===== config.mk =====
export PLATFORM = sky130hd
export DESIGN_NAME = axi4_lite_slave_reg_bank
export DESIGN_NICKNAME = d
export VERILOG_FILES = /design/src/rtl/axi4_lite_slave_reg_bank.sv
export SDC_FILE = /design/constraint.sdc
export NUM_CORES = 1
export LEC_CHECK = 0
export BUFFER_PORTS_ARGS = -buffer_cell sky130_fd_sc_hd__buf_2
export CORE_MARGIN = 3
export CORE_UTILIZATION = 42
export CTS_CLUSTER_SIZE = 28
export DETAILED_ROUTE_END_ITERATION = 6
export HOLD_SLACK_MARGIN = 0.03
export PLACE_DENSITY = 0.76
export SLEW_MARGIN = 25
export SYNTH_ARGS = -nofsm -noshare
export SYNTH_HDL_FRONTEND = slang
export SYNTH_SLANG_ARGS = --single-unit

===== constraint.sdc =====
create_clock -name aclk -period 17.7 [get_ports aclk]
set_input_delay 0.885 -clock aclk [delete_from_list [all_inputs] [get_ports aclk]]
set_output_delay 0.885 -clock aclk [all_outputs]
set_load 0.05 [all_outputs]

===== src/rtl/axi4_lite_slave_reg_bank.sv =====
// axi4_lite_slave_reg_bank
// AXI4-Lite slave endpoint: terminates AW/W/B and AR/R into a bank of
// NUM_REGS memory-mapped registers with byte-strobe writes and
// OKAY/SLVERR responses. The write and read paths are independent FSMs.
// Optional build macro: AXI4LITE_SLAVE_WAIT_STATES_EN delays the rise of
// bvalid/rvalid by WAIT_CYCLES cycles (0..15).
module axi4_lite_slave_reg_bank #(
  parameter int ADDR_WIDTH  = 32,
  parameter int DATA_WIDTH  = 32,
  parameter int NUM_REGS    = 16,
  parameter int WAIT_CYCLES = 2
) (
  input  logic                           aclk,
  input  logic                           areset,
  input  logic [ADDR_WIDTH-1:0]          awaddr,
  input  logic [2:0]                     awprot,
  input  logic                           awvalid,
  output logic                           awready,
  input  logic [DATA_WIDTH-1:0]          wdata,
  input  logic [DATA_WIDTH/8-1:0]        wstrb,
  input  logic                           wvalid,
  output logic                           wready,
  output logic [1:0]                     bresp,
  output logic                           bvalid,
  input  logic                           bready,
  input  logic [ADDR_WIDTH-1:0]          araddr,
  input  logic [2:0]                     arprot,
  input  logic                           arvalid,
  output logic                           arready,
  output logic [DATA_WIDTH-1:0]          rdata,
  output logic [1:0]                     rresp,
  output logic                           rvalid,
  input  logic                           rready,
  output logic [NUM_REGS*DATA_WIDTH-1:0] reg_out
);

  localparam int STRB_WIDTH = DATA_WIDTH / 8;
  localparam int ADDR_LSB   = $clog2(STRB_WIDTH);
  localparam int IDX_WIDTH  = (NUM_REGS > 1) ? $clog2(NUM_REGS) : 1;
  localparam logic [1:0] RESP_OKAY   = 2'b00;
  localparam logic [1:0] RESP_SLVERR = 2'b10;

`ifdef AXI4LITE_SLAVE_WAIT_STATES_EN
  localparam logic [3:0] WAIT_LOAD = 4'(WAIT_CYCLES);
  typedef enum logic [1:0] {W_IDLE = 2'd0, W_COMMIT = 2'd1, W_RESP = 2'd2, W_WAIT = 2'd3} wstate_t;
  typedef enum logic [1:0] {R_IDLE = 2'd0, R_RESP = 2'd1, R_WAIT = 2'd2} rstate_t;
`else
  typedef enum logic [1:0] {W_IDLE = 2'd0, W_COMMIT = 2'd1, W_RESP = 2'd2} wstate_t;
  typedef enum logic [1:0] {R_IDLE = 2'd0, R_RESP = 2'd1} rstate_t;
`endif

  wstate_t                r_wstate;
  rstate_t                r_rstate;
  logic [DATA_WIDTH-1:0]  r_regs [NUM_REGS];

  logic                   r_awready, r_wready, r_aw_got, r_w_got, r_aw_err;
  logic [IDX_WIDTH-1:0]   r_aw_idx;
  logic [DATA_WIDTH-1:0]  r_wdata;
  logic [STRB_WIDTH-1:0]  r_wstrb;
  logic                   r_bvalid;
  logic [1:0]             r_bresp;

  logic                   r_arready, r_rvalid;
  logic [1:0]             r_rresp;
  logic [DATA_WIDTH-1:0]  r_rdata;

`ifdef AXI4LITE_SLAVE_WAIT_STATES_EN
  logic [3:0]             r_wcnt, r_rcnt;
`endif

  // Address decode: word index is the address with byte-offset bits dropped.
  logic [ADDR_WIDTH-1:0]  w_aw_word, w_ar_word;
  logic [IDX_WIDTH-1:0]   w_aw_idx, w_ar_idx;
  logic                   w_aw_err, w_ar_err, w_aw_hs, w_w_hs, w_unused;

  assign w_aw_word = awaddr >> ADDR_LSB;
  assign w_ar_word = araddr >> ADDR_LSB;
  assign w_aw_idx  = w_aw_word[IDX_WIDTH-1:0];
  assign w_ar_idx  = w_ar_word[IDX_WIDTH-1:0];
  assign w_aw_err  = (w_aw_word >= ADDR_WIDTH'(NUM_REGS));
  assign w_ar_err  = (w_ar_word >= ADDR_WIDTH'(NUM_REGS));
  assign w_aw_hs   = awvalid && r_awready;
  assign w_w_hs    = wvalid && r_wready;
  // Protection bits carry no meaning for this endpoint.
  assign w_unused  = ^{awprot, arprot};

  assign awready = r_awready;
  assign wready  = r_wready;
  assign bvalid  = r_bvalid;
  assign bresp   = r_bresp;
  assign arready = r_arready;
  assign rvalid  = r_rvalid;
  assign rresp   = r_rresp;
  assign rdata   = r_rdata;

  genvar g;
  generate
    for (g = 0; g < NUM_REGS; g++) begin : g_flat
      assign reg_out[g*DATA_WIDTH +: DATA_WIDTH] = r_regs[g];
    end
  endgenerate

  // Register bank: byte-strobed update during W_COMMIT, error addresses write nothing.
  always_ff @(posedge aclk or posedge areset) begin
    if (areset) begin
      for (int i = 0; i < NUM_REGS; i++) r_regs[i] <= {DATA_WIDTH{1'b0}};
    end else if ((r_wstate == W_COMMIT) && !r_aw_err) begin
      for (int b = 0; b < STRB_WIDTH; b++) begin
        if (r_wstrb[b]) r_regs[r_aw_idx][8*b +: 8] <= r_wdata[8*b +: 8];
      end
    end
  end

  // Write FSM: capture AW and W in any order, commit, then hold B until bready.
  always_ff @(posedge aclk or posedge areset) begin
    if (areset) begin
      r_wstate  <= W_IDLE;
      r_awready <= 1'b1;
      r_wready  <= 1'b1;
      r_aw_got  <= 1'b0;
      r_w_got   <= 1'b0;
      r_aw_err  <= 1'b0;
      r_aw_idx  <= {IDX_WIDTH{1'b0}};
      r_wdata   <= {DATA_WIDTH{1'b0}};
      r_wstrb   <= {STRB_WIDTH{1'b0}};
      r_bvalid  <= 1'b0;
      r_bresp   <= RESP_OKAY;
`ifdef AXI4LITE_SLAVE_WAIT_STATES_EN
      r_wcnt    <= 4'd0;
`endif
    end else begin
      case (r_wstate)
        W_IDLE: begin
          if (w_aw_hs) begin
            r_aw_got  <= 1'b1;
            r_awready <= 1'b0;
            r_aw_idx  <= w_aw_idx;
            r_aw_err  <= w_aw_err;
          end
          if (w_w_hs) begin
            r_w_got  <= 1'b1;
            r_wready <= 1'b0;
            r_wdata  <= wdata;
            r_wstrb  <= wstrb;
          end
          if ((r_aw_got || w_aw_hs) && (r_w_got || w_w_hs)) r_wstate <= W_COMMIT;
        end
        W_COMMIT: begin
          r_aw_got <= 1'b0;
          r_w_got  <= 1'b0;
`ifdef AXI4LITE_SLAVE_WAIT_STATES_EN
          if (WAIT_LOAD == 4'd0) begin
            r_bvalid <= 1'b1;
            r_bresp  <= r_aw_err ? RESP_SLVERR : RESP_OKAY;
            r_wstate <= W_RESP;
          end else begin
            r_wcnt   <= WAIT_LOAD;
            r_wstate <= W_WAIT;
          end
`else
          r_bvalid <= 1'b1;
          r_bresp  <= r_aw_err ? RESP_SLVERR : RESP_OKAY;
          r_wstate <= W_RESP;
`endif
        end
`ifdef AXI4LITE_SLAVE_WAIT_STATES_EN
        W_WAIT: begin
          if (r_wcnt == 4'd1) begin
            r_wcnt   <= 4'd0;
            r_bvalid <= 1'b1;
            r_bresp  <= r_aw_err ? RESP_SLVERR : RESP_OKAY;
            r_wstate <= W_RESP;
          end else begin
            r_wcnt <= r_wcnt - 4'd1;
          end
        end
`endif
        W_RESP: begin
          if (bready) begin
            r_bvalid  <= 1'b0;
            r_awready <= 1'b1;
            r_wready  <= 1'b1;
            r_wstate  <= W_IDLE;
          end
        end
        default: begin
          r_wstate  <= W_IDLE;
          r_bvalid  <= 1'b0;
          r_awready <= 1'b1;
          r_wready  <= 1'b1;
          r_aw_got  <= 1'b0;
          r_w_got   <= 1'b0;
        end
      endcase
    end
  end

  // Read FSM: latch data/response on the AR handshake and hold R until rready.
  always_ff @(posedge aclk or posedge areset) begin
    if (areset) begin
      r_rstate  <= R_IDLE;
      r_arready <= 1'b1;
      r_rvalid  <= 1'b0;
      r_rresp   <= RESP_OKAY;
      r_rdata   <= {DATA_WIDTH{1'b0}};
`ifdef AXI4LITE_SLAVE_WAIT_STATES_EN
      r_rcnt    <= 4'd0;
`endif
    end else begin
      case (r_rstate)
        R_IDLE: begin
          if (arvalid && r_arready) begin
            r_arready <= 1'b0;
            r_rresp   <= w_ar_err ? RESP_SLVERR : RESP_OKAY;
            r_rdata   <= w_ar_err ? {DATA_WIDTH{1'b0}} : r_regs[w_ar_idx];
`ifdef AXI4LITE_SLAVE_WAIT_STATES_EN
            if (WAIT_LOAD == 4'd0) begin
              r_rvalid <= 1'b1;
              r_rstate <= R_RESP;
            end else begin
              r_rcnt   <= WAIT_LOAD;
              r_rstate <= R_WAIT;
            end
`else
            r_rvalid <= 1'b1;
            r_rstate <= R_RESP;
`endif
          end
        end
`ifdef AXI4LITE_SLAVE_WAIT_STATES_EN
        R_WAIT: begin
          if (r_rcnt == 4'd1) begin
            r_rcnt   <= 4'd0;
            r_rvalid <= 1'b1;
            r_rstate <= R_RESP;
          end else begin
            r_rcnt <= r_rcnt - 4'd1;
          end
        end
`endif
        R_RESP: begin
          if (rready) begin
            r_rvalid  <= 1'b0;
            r_arready <= 1'b1;
            r_rstate  <= R_IDLE;
          end
        end
        default: begin
          r_rstate  <= R_IDLE;
          r_rvalid  <= 1'b0;
          r_arready <= 1'b1;
        end
      endcase
    end
  end

endmodule


==> metrics.csv, run 1 <==
stage,metric,value,unit
synthesis,synthFlopType,dfrtp_1,
synthesis,yosys_warnings,0,
routing,dr_total_vias,18400,
setup_path,start_kind,input port,
synthesis,synthCells,1658,
sta,worstMarginPinSlew,1.01,ns
synthesis,synth.largest_area_cell,dfrtp_1,
sta,fin_tns_setup,0,ns
setup_path,critical_path_arrival,4.83,ns
hold_path,worstHoldPathType,input port to asynchronous set/reset pin,
setup_path,crit_buf_inv,8,
layout,finalNetCount,2411,
grt,grt_overflow,0,
synthesis,yosysSeqAreaShare,0.564,
sta,hold_viol,0,
layout,area_growth_syn_to_layout,23.7,%
routing,viasPerCell,5.78,
grt,antenna_found_initial,6,
die,die_area,66000,sq um
grt,grt_usage,0.269,
die,rows,91,
routing,antenna_left,0,
setup_path,max_stage_delay,0.79,ns
grt,grt_pass1_vias,19500,
routing,wl_per_cell,28.4,um
clock_tree,clk_latency,0.59,ns
synthesis,synthArstFlopShare,1.00,
placement,port_buffers,653,
layout,fin_util,0.528,
synthesis,synth_top_family_by_area,multiplexers,
power,p_leak,17.7,nW
routing,wirelength,90300,um
power,seq_power_share,0.449,
sta,final.setup_skew,0.0306,ns
routing,drt_pre_antenna_iters,5,
synthesis,synth_enable_flop_cells,0,
setup_path,crit_path_end_kind,asynchronous set/reset pin,
power,p_int,2.55,mW
sta,rsz0062_at_grt,false,
placement,gp_congestion,0.903,
setup_path,cp.required,18.28,ns
synthesis,synthAdderAreaFrac,0,
die,io_pins,666,
routing,drtIter0Drc,1525,
placement,dp_hpwl,60900,um
setup_path,worstPathMaxFanout,114,
clock_tree,cts-resized-gates,0,
clock_tree,cts_root_buffer,clkbuf_16,
clock_tree,cts_buffers,66,
sta,fmax,235,MHz
clock_tree,post_cts_buffers,0,
sta,drv_slew,0,
setup_path,criticalPathCategory,input port to asynchronous set/reset pin,
setup_path,crit_path_cell_trace,buf_2 > inv_8 > buf_4 > buf_4 > buf_12 > buf_4 > buf_16 > buf_4,
routing,route.detailed.drc,0,
synthesis,synth_cell_types,39,
synthesis,synthTopCellsByArea,"dfrtp_1 56%, mux2_2 22%, mux4_2 11%, a22oi_1 1.8%, mux2_1 1.7%",
power,switching_power,1.37,mW
clock_tree,ctsHoldBuffers,0,
clock_tree,cts_tree,yes,
synthesis,synth_top_area_share,0.561,
synthesis,synth_xor_xnor_area_share,0,
power,vdd_drop_max,0.107,mV
synthesis,ys_ff_latch,596,
layout,drive_above_1_share,0.640,
die,chipWidth,257,um
grt,grt_pass1_wl,132000,um
power,combinationalPowerShare,0.204,
setup_path,crit_path_top_delay_cell,buf_4,
power,p_sw_frac,0.349,
grt,grt_max_degree,115,
clock_tree,cts_max_path_buffers,3,
synthesis,muxShareOfSynthArea,0.345,
synthesis,syn_avg_cell_area,15.9,sq um
power,powerDensity,120,nW/um^2
run,maxCapViolations,0,
power,clock_power_share,0.347,
sta,finalSetupViolations,0,
clock_tree,clock_sinks,596,
synthesis,synth-compound-area-share,0.0322,
die,core,61900,sq um
synthesis,synthSimpleGateAreaFrac,0.0404,
synthesis,syn_area,26400,sq um
layout,nFillCells,5146,
synthesis,synth.most_common_cell,dfrtp_1,
die,initial_core_util,0.427,
die,die_h,257,um
sta,whs,0.373,ns
setup_path,crit_family,buffers and inverters,
clock_tree,clk_pin_slew,0.05,ns
synthesis,ys_top_cells_by_count,"593 x dfrtp_1, 514 x mux2_2, 128 x mux4_2, 64 x a22oi_1, 52 x clkbuf_1",
sta,period_share,0.240,
clock_tree,htree_levels,3,
run_status,run_status,"finished, final reports clean",
sta,fin_crit,4.25,ns
sta,max_slew_margin,0.327,
setup_path,crit_top_cell,buf_4,
-- final timing paths --
| kind | cells after the start | end | from | slack [ns] |
|---|---|---|---|---|
| worst max register to register | 5 | reg_out[11] | r_wstate[0] | 14.76 |
| min in group aclk | 1 | bvalid | bvalid | 0.48 |
| worst min-delay path | 2 | reg_out[163] | areset | 0.37 |
| max in group aclk | 6 | rdata[8] | araddr[4] | 14.45 |
| worst min register to register | 1 | bvalid | bvalid | 0.48 |
| worst max-delay path | 8 | rdata[20] | areset | 13.45 |
-- power groups by stage --
stage / clock (mW) / sequential (mW) / combinational, mW
2_1_floorplan: 0 / 1.95 / 0.354
3_3_place_gp: 0 / 1.75 / 0.784
3_5_place_dp: 0 / 1.78 / 0.799
4_1_cts: 1.39 / 1.75 / 0.802
5_1_grt: 1.44 / 1.79 / 0.834
6_report: 1.36 / 1.76 / 0.799
-- per-layer routing --
layer / vias to the layer above / global-route usage / wire length, um
met3: 221 / 0.0655 / 6740
li1: 7525 / - / -
met2: 913 / 0.441 / 43800
met1: 9724 / 0.345 / 35900
met4: 8 / 0.110 / 3750
met5: - / 0 / 59
-- flip-flops by register name, indices dropped and copies added (netlist names) --
name and cells:
reg_out 512, r_wdata 32, rdata 32, r_aw_idx 4, r_wstrb 4, r_wstate 2, arready 1, awready 1
bresp 1, bvalid 1, r_aw_err 1, r_aw_got 1, r_w_got 1, rresp 1, rvalid 1, wready 1
-- cell usage in the layout (no fill, tap or decap), types with 13 or more instances in the layout --
cell,count
dfrtp_1,593
nor2_4,21
a22o_1,32
mux4_2,128
nand2_1,41
clkbuf_16,68
buf_2,651
a22oi_1,64
mux2_1,39
clkinv_2,14
mux2_2,514
nand2_2,34
clkbuf_1,13
buf_4,17
-- per-stage QoR --
step / setup slack (ns) / std cells / cell area, sq um / power, mW
after detailed placement: 12.30 / 3065 / 30500 / 2.57
final: 13.45 / 3184 / 32700 / 3.92
after CTS: 12.96 / 3180 / 32600 / 3.94
after global routing: 12.83 / 3183 / 32700 / 4.06
after floorplan: 0.138 / 1659 / 26400 / 2.31
after global placement: 12.47 / 3065 / 30500 / 2.54
-- cell families after synthesis --
| group | count (synthesis) |
|---|---|
| AOI/OAI and AO/OA | 111 |
| DFF | 596 |
| other | 1 |
| buffers and inverters | 107 |
| and+or+nand+nor | 162 |
| muxes | 681 |
-- layout make-up --
type                            count  area (sq um)  area share
Clock inverter                     25           273     0.00835
Clock buffer                       90          1870      0.0573
Sequential cell                   596         14900       0.456
Timing Repair Buffer              672          3460       0.106
Antenna cell                        2          5.00    0.000153
Multi-Input combinational cell    956         11100       0.339
Tap cell                          837          1050      0.0320
Inverter                            6          30.0    0.000919
No activity file was read; power rests on OpenSTA's default activity.
==> inputs of run 2 (changes only) <==
Settings changed: PLACE_DENSITY 0.76 to 0.74.
Clock period 17.7 ns to 4.3 ns, I/O delays scaled along.
==> metrics.csv, run 2 (synthesized netlist as in run 1, its figures left out) <==
stage,metric,value,unit
power,powerDensity,484,nW/um^2
setup_path,start_kind,flip-flop,
power,seq_power_share,0.450,
routing,drt_pre_antenna_iters,5,
layout,drive_above_1_share,0.626,
die,chipWidth,257,um
clock_tree,clock_sinks,596,
setup_path,cp.required,4.77,ns
clock_tree,post_cts_buffers,0,
routing,wl_per_cell,28.5,um
die,io_pins,666,
routing,drtIter0Drc,1482,
clock_tree,cts-resized-gates,0,
setup_path,crit_path_cell_trace,nor3b_4 > and2_1 > nand2_1 > mux2_1,
layout,largest_reg_flops,512,
sta,fin_crit,2.85,ns
run_status,run_status,"finished, final reports clean",
power,clock_power_share,0.342,
clock_tree,cts_root_buffer,clkbuf_16,
setup_path,crit_path_end_kind,flip-flop,
sta,fin_ws,1.45,ns
routing,viasPerCell,5.80,
setup_path,crit_family,simple AND/OR/NAND/NOR gates,
placement,gp_congestion,0.885,
layout,final_cell_mix,"651 x buf_2, 593 x dfrtp_1, 514 x mux2_2",
clock_tree,htree_levels,3,
die,die_h,257,um
power,p_int,10.4,mW
routing,antenna_left,0,
placement,post-place-ws,1.50,ns
power,vdd_drop_max,0.438,mV
power,combinationalPowerShare,0.208,
grt,grt_overflow,0,
run,maxCapViolations,0,
placement,dp_hpwl,62900,um
sta,hold_viol,0,
layout,finalNetCount,2473,
grt,grt_pass1_vias,19800,
layout,fin_util,0.537,
grt,grt_usage,0.278,
clock_tree,cts_buffers,66,
power,switching_power,5.68,mW
setup_path,critical_path_arrival,3.31,ns
clock_tree,clk_pin_slew,0.06,ns
layout,area_growth_syn_to_layout,25.9,%
routing,dr_total_vias,18900,
sta,max_slew_margin,0.373,
die,initial_core_util,0.427,
setup_path,crit_path_top_delay_cell,nand2_1,
sta,rsz0062_at_grt,false,
sta,worstMarginPinSlew,0.941,ns
clock_tree,cts_max_path_buffers,3,
grt,grt_max_degree,131,
setup_path,criticalPathCategory,flip-flop to flip-flop,
clock_tree,clk_latency,0.59,ns
placement,port_buffers,653,
setup_path,worstPathMaxFanout,11,
die,rows,91,
clock_tree,ctsHoldBuffers,51,
power,p_leak,17.9,nW
setup_path,crit_buf_inv,0,
sta,drv_slew,0,
routing,wirelength,92700,um
setup_path,max_stage_delay,0.60,ns
grt,antenna_found_initial,4,
setup_path,path_depth,4,
hold_path,worstHoldPathType,input port to asynchronous set/reset pin,
routing,route.detailed.drc,0,
sta,finalSetupViolations,0,
layout,layout_commonest_cell,buf_2,
sta,period_share,0.663,
die,die_area,66000,sq um
clock_tree,cts_tree,yes,
sta,fmax,351,MHz
setup_path,ff2ff_path_depth,4,
power,p_sw_frac,0.353,
grt,grt_pass1_wl,136000,um
sta,final.setup_skew,0.0221,ns
die,core,61900,sq um
[run 2: cell count changes in the layout (fill, tap and decap cells not counted), sizes merged, moves of 2 or more]
cell / before / now
dlygate4sd3: 0 / 51
buf: 671 / 682
clkbuf: 91 / 98
clkinv: 18 / 12
bufinv: 4 / 2
inv: 8 / 10
[run 2: layout make-up]
class | count | area [sq um]
multi-input cells | 956 | 11100
fillers | 5177 | 28700
repair buffers | 734 | 4110
inverters | 6 | 26.3
diodes | 2 | 5.00
clock buffers | 97 | 1900
well taps | 837 | 1050
flip-flops and latches | 596 | 14900
clock inverters | 20 | 179
[run 2: power groups by stage]
stage,logic (mW),clock network (mW),registers (mW)
after floorplan,1.46,0,8.03
after global placement,3.26,0,7.24
after detailed placement,3.32,0,7.32
after CTS,3.37,5.62,7.22
after global routing,3.50,5.87,7.37
final,3.36,5.50,7.25
[run 2: per-stage QoR]
stage	hold slack [ns]	power [mW]	area [sq um]	std cells	TNS, ns
after global placement	0.379	10.5	30700	3078	0
after floorplan	0.278	9.49	26400	1659	-2400.87
after detailed placement	0.385	10.6	30700	3078	0
after CTS	0.308	16.2	33300	3246	0
final	0.329	16.1	33300	3248	0
after global routing	0.350	16.7	33300	3247	0
[run 2: worst paths after layout]
check / from / to / slack [ns]
min in group aclk: wdata[0] / r_wdata[0] / 0.40
setup / recovery: r_wstate[0] / reg_out[28] / 1.45
hold reg to reg: bvalid / bvalid / 0.48
hold / removal: areset / reg_out[123] / 0.33
max in group asynchronous: areset / reg_out[359] / 2.61
setup reg to reg: r_wstate[0] / reg_out[28] / 1.45
[run 2: worst min-delay path, stage by stage]
cell and delay (ns):
dlygate4sd3_1 0.54, buf_2 0.14, clkinvlp_4 0.52
[run 2: routing by layer]
layer / vias up / wire length (um) / global-route usage
li1: 7682 / - / -
met1: 9975 / 36100 / 0.352
met2: 971 / 45600 / 0.463
met3: 216 / 7380 / 0.0670
met4: 6 / 3530 / 0.108
met5: - / 36 / 0
==> inputs of run 3 (changes only) <==
Settings changed: PLACE_DENSITY 0.74 to 0.76.
Clock period 4.3 ns to 2.4 ns, I/O delays scaled along.
==> metrics.csv, run 3 (synthesized netlist as in run 1, its figures left out) <==
stage,metric,value,unit
run_status,run_status,"finished, final reports clean",
sta,max_slew_margin,0.431,
layout,layout_commonest_cell,buf_2,
grt,grt_pass1_wl,136000,um
routing,drt_pre_antenna_iters,5,
grt,grt_pass1_vias,20200,
clock_tree,clk_pin_slew,0.06,ns
layout,largest_reg_flops,512,
clock_tree,cts_max_path_buffers,3,
setup_path,reg2reg_to,reg_out[255],
setup_path,cp.required,2.89,ns
sta,finalSetupViolations,0,
routing,antenna_left,0,
sta,fin_crit,2.21,ns
power,p_leak,18.1,nW
setup_path,max_stage_delay,0.49,ns
routing,viasPerCell,5.80,
sta,fmax,452,MHz
clock_tree,clock_sinks,596,
layout,multi_input_area,11100,sq um
sta,drv_slew,0,
placement,dp_hpwl,64500,um
power,vdd_drop_max,0.758,mV
run,maxCapViolations,0,
routing,route.detailed.drc,0,
power,power,28.9,mW
setup_path,r2r-start,r_wstate[0],
grt,grt_usage,0.275,
setup_path,ff2ff_path_depth,5,
die,core,61900,sq um
grt,antenna_found_initial,5,
sta,final.setup_skew,0.0344,ns
setup_path,start_kind,flip-flop,
setup_path,crit_path_start,r_wstate[0],
routing,wl_per_cell,28.0,um
die,rows,91,
layout,area_growth_syn_to_layout,27.3,%
grt,grt_max_degree,143,
clock_tree,clk_latency,0.63,ns
die,io_pins,666,
placement,gp_congestion,0.906,
hold_path,holdPathStages,5,
hold_path,holdPathEnd,rresp[1],
setup_path,crit_path_cell_trace,nor3b_4 > buf_4 > nand2_2 > nor2_4 > mux2_2,
hold_path,min_from,araddr[18],
die,die_area,66000,sq um
clock_tree,cts-resized-gates,0,
clock_tree,cts_buffers,60,
setup_path,worstPathMaxFanout,9,
setup_path,critical_path_arrival,2.70,ns
clock_tree,htree_levels,2,
die,chipWidth,257,um
clock_tree,cts_tree,yes,
setup_path,crit_path_end_kind,flip-flop,
routing,dr_total_vias,19000,
die,initial_core_util,0.427,
sta,period_share,0.922,
layout,final_cell_mix,"651 x buf_2, 593 x dfrtp_1, 514 x mux2_2",
placement,port_buffers,653,
setup_path,criticalPathCategory,flip-flop to flip-flop,
layout,antennaDiodeCount,0,
routing,wirelength,92000,um
clock_tree,ctsHoldBuffers,54,
power,powerDensity,859,nW/um^2
sta,hold_viol,0,
clock_tree,post_cts_buffers,0,
clock_tree,cts_root_buffer,clkbuf_16,
setup_path,crit_path_top_delay_cell,dfrtp_1,
setup_path,reg2reg_slack,0.19,ns
layout,final-seq-area,14900,sq um
layout,finalNetCount,2510,
layout,fin_util,0.543,
die,die_h,257,um
sta,worstMarginPinSlew,0.853,ns
sta,rsz0062_at_grt,false,
layout,drive_above_1_share,0.633,
routing,drtIter0Drc,1482,
layout,nFillCells,5060,
grt,grt_overflow,0,
hold_path,worstHoldPathType,input port to flip-flop,
## run 3: cell count changes in the layout (fill, tap and decap cells not counted), moves of 2 or more
cell	before	now
dlygate4sd3_1	51	54
clkinv_4	2	0
buf_12	7	13
diode_2	2	0
bufinv_16	2	7
inv_6	5	2
clkbuf_16	67	61
clkinv_2	10	16
buf_4	23	57
clkbuf_1	19	14
## run 3: where the power goes
group / leakage [nW] / switching, mW / internal, mW
sequential: 8.22 / 1.97 / 11.1
combinational: 8.89 / 4.10 / 1.99
clock: 1.03 / 3.99 / 5.78
total: 18.1 / 10.1 / 18.8
## run 3: per-layer routing
metal,GRT usage,wire [um],share of wire
met1,0.344,35000,0.38
met2,0.459,45200,0.49
met3,0.0672,7700,0.084
met4,0.112,4130,0.045
met5,0,63,0.00068
## run 3: how the worst max path moves through the flow
| stage | endpoint | slack [ns] | cells past startpoint |
|---|---|---|---|
| global route | reg_out[230] | 0.09 | 5 |
| finish | reg_out[255] | 0.19 | 5 |
| CTS | reg_out[357] | 0.16 | 5 |
| floorplan | bresp[1] | -5.84 | 1 |
| global placement | reg_out[252] | 0.25 | 5 |
| detailed placement | reg_out[255] | 0.19 | 5 |
## run 3: cell type report
type,count,area share
inverters,6,0.000781
well taps,837,0.0311
multi-input cells,956,0.329
clock buffers,87,0.0518
clock inverters,26,0.00937
flip-flops and latches,596,0.443
repair buffers,777,0.134
## run 3: worst max-delay path: cells and delay by family, from the launching register on
kind                   cells  cell delay [ns]
buffers and inverters      1             0.20
flip-flops                 1             0.49
AND/OR/NAND/NOR            3             1.00
multiplexers               1             0.40
## run 3: through the flow
stage | cell area (sq um) | std cells | hold WS (ns) | TNS (ns) | setup slack (ns)
floorplan | 26400 | 1659 | 0.183 | -3476.65 | -5.84
global route | 33600 | 3285 | 0.194 | 0 | 0.0881
CTS | 33600 | 3285 | 0.138 | 0 | 0.163
detailed placement | 31000 | 3118 | 0.116 | 0 | 0.188
global placement | 31000 | 3118 | 0.117 | 0 | 0.248
finish | 33600 | 3285 | 0.190 | 0 | 0.187
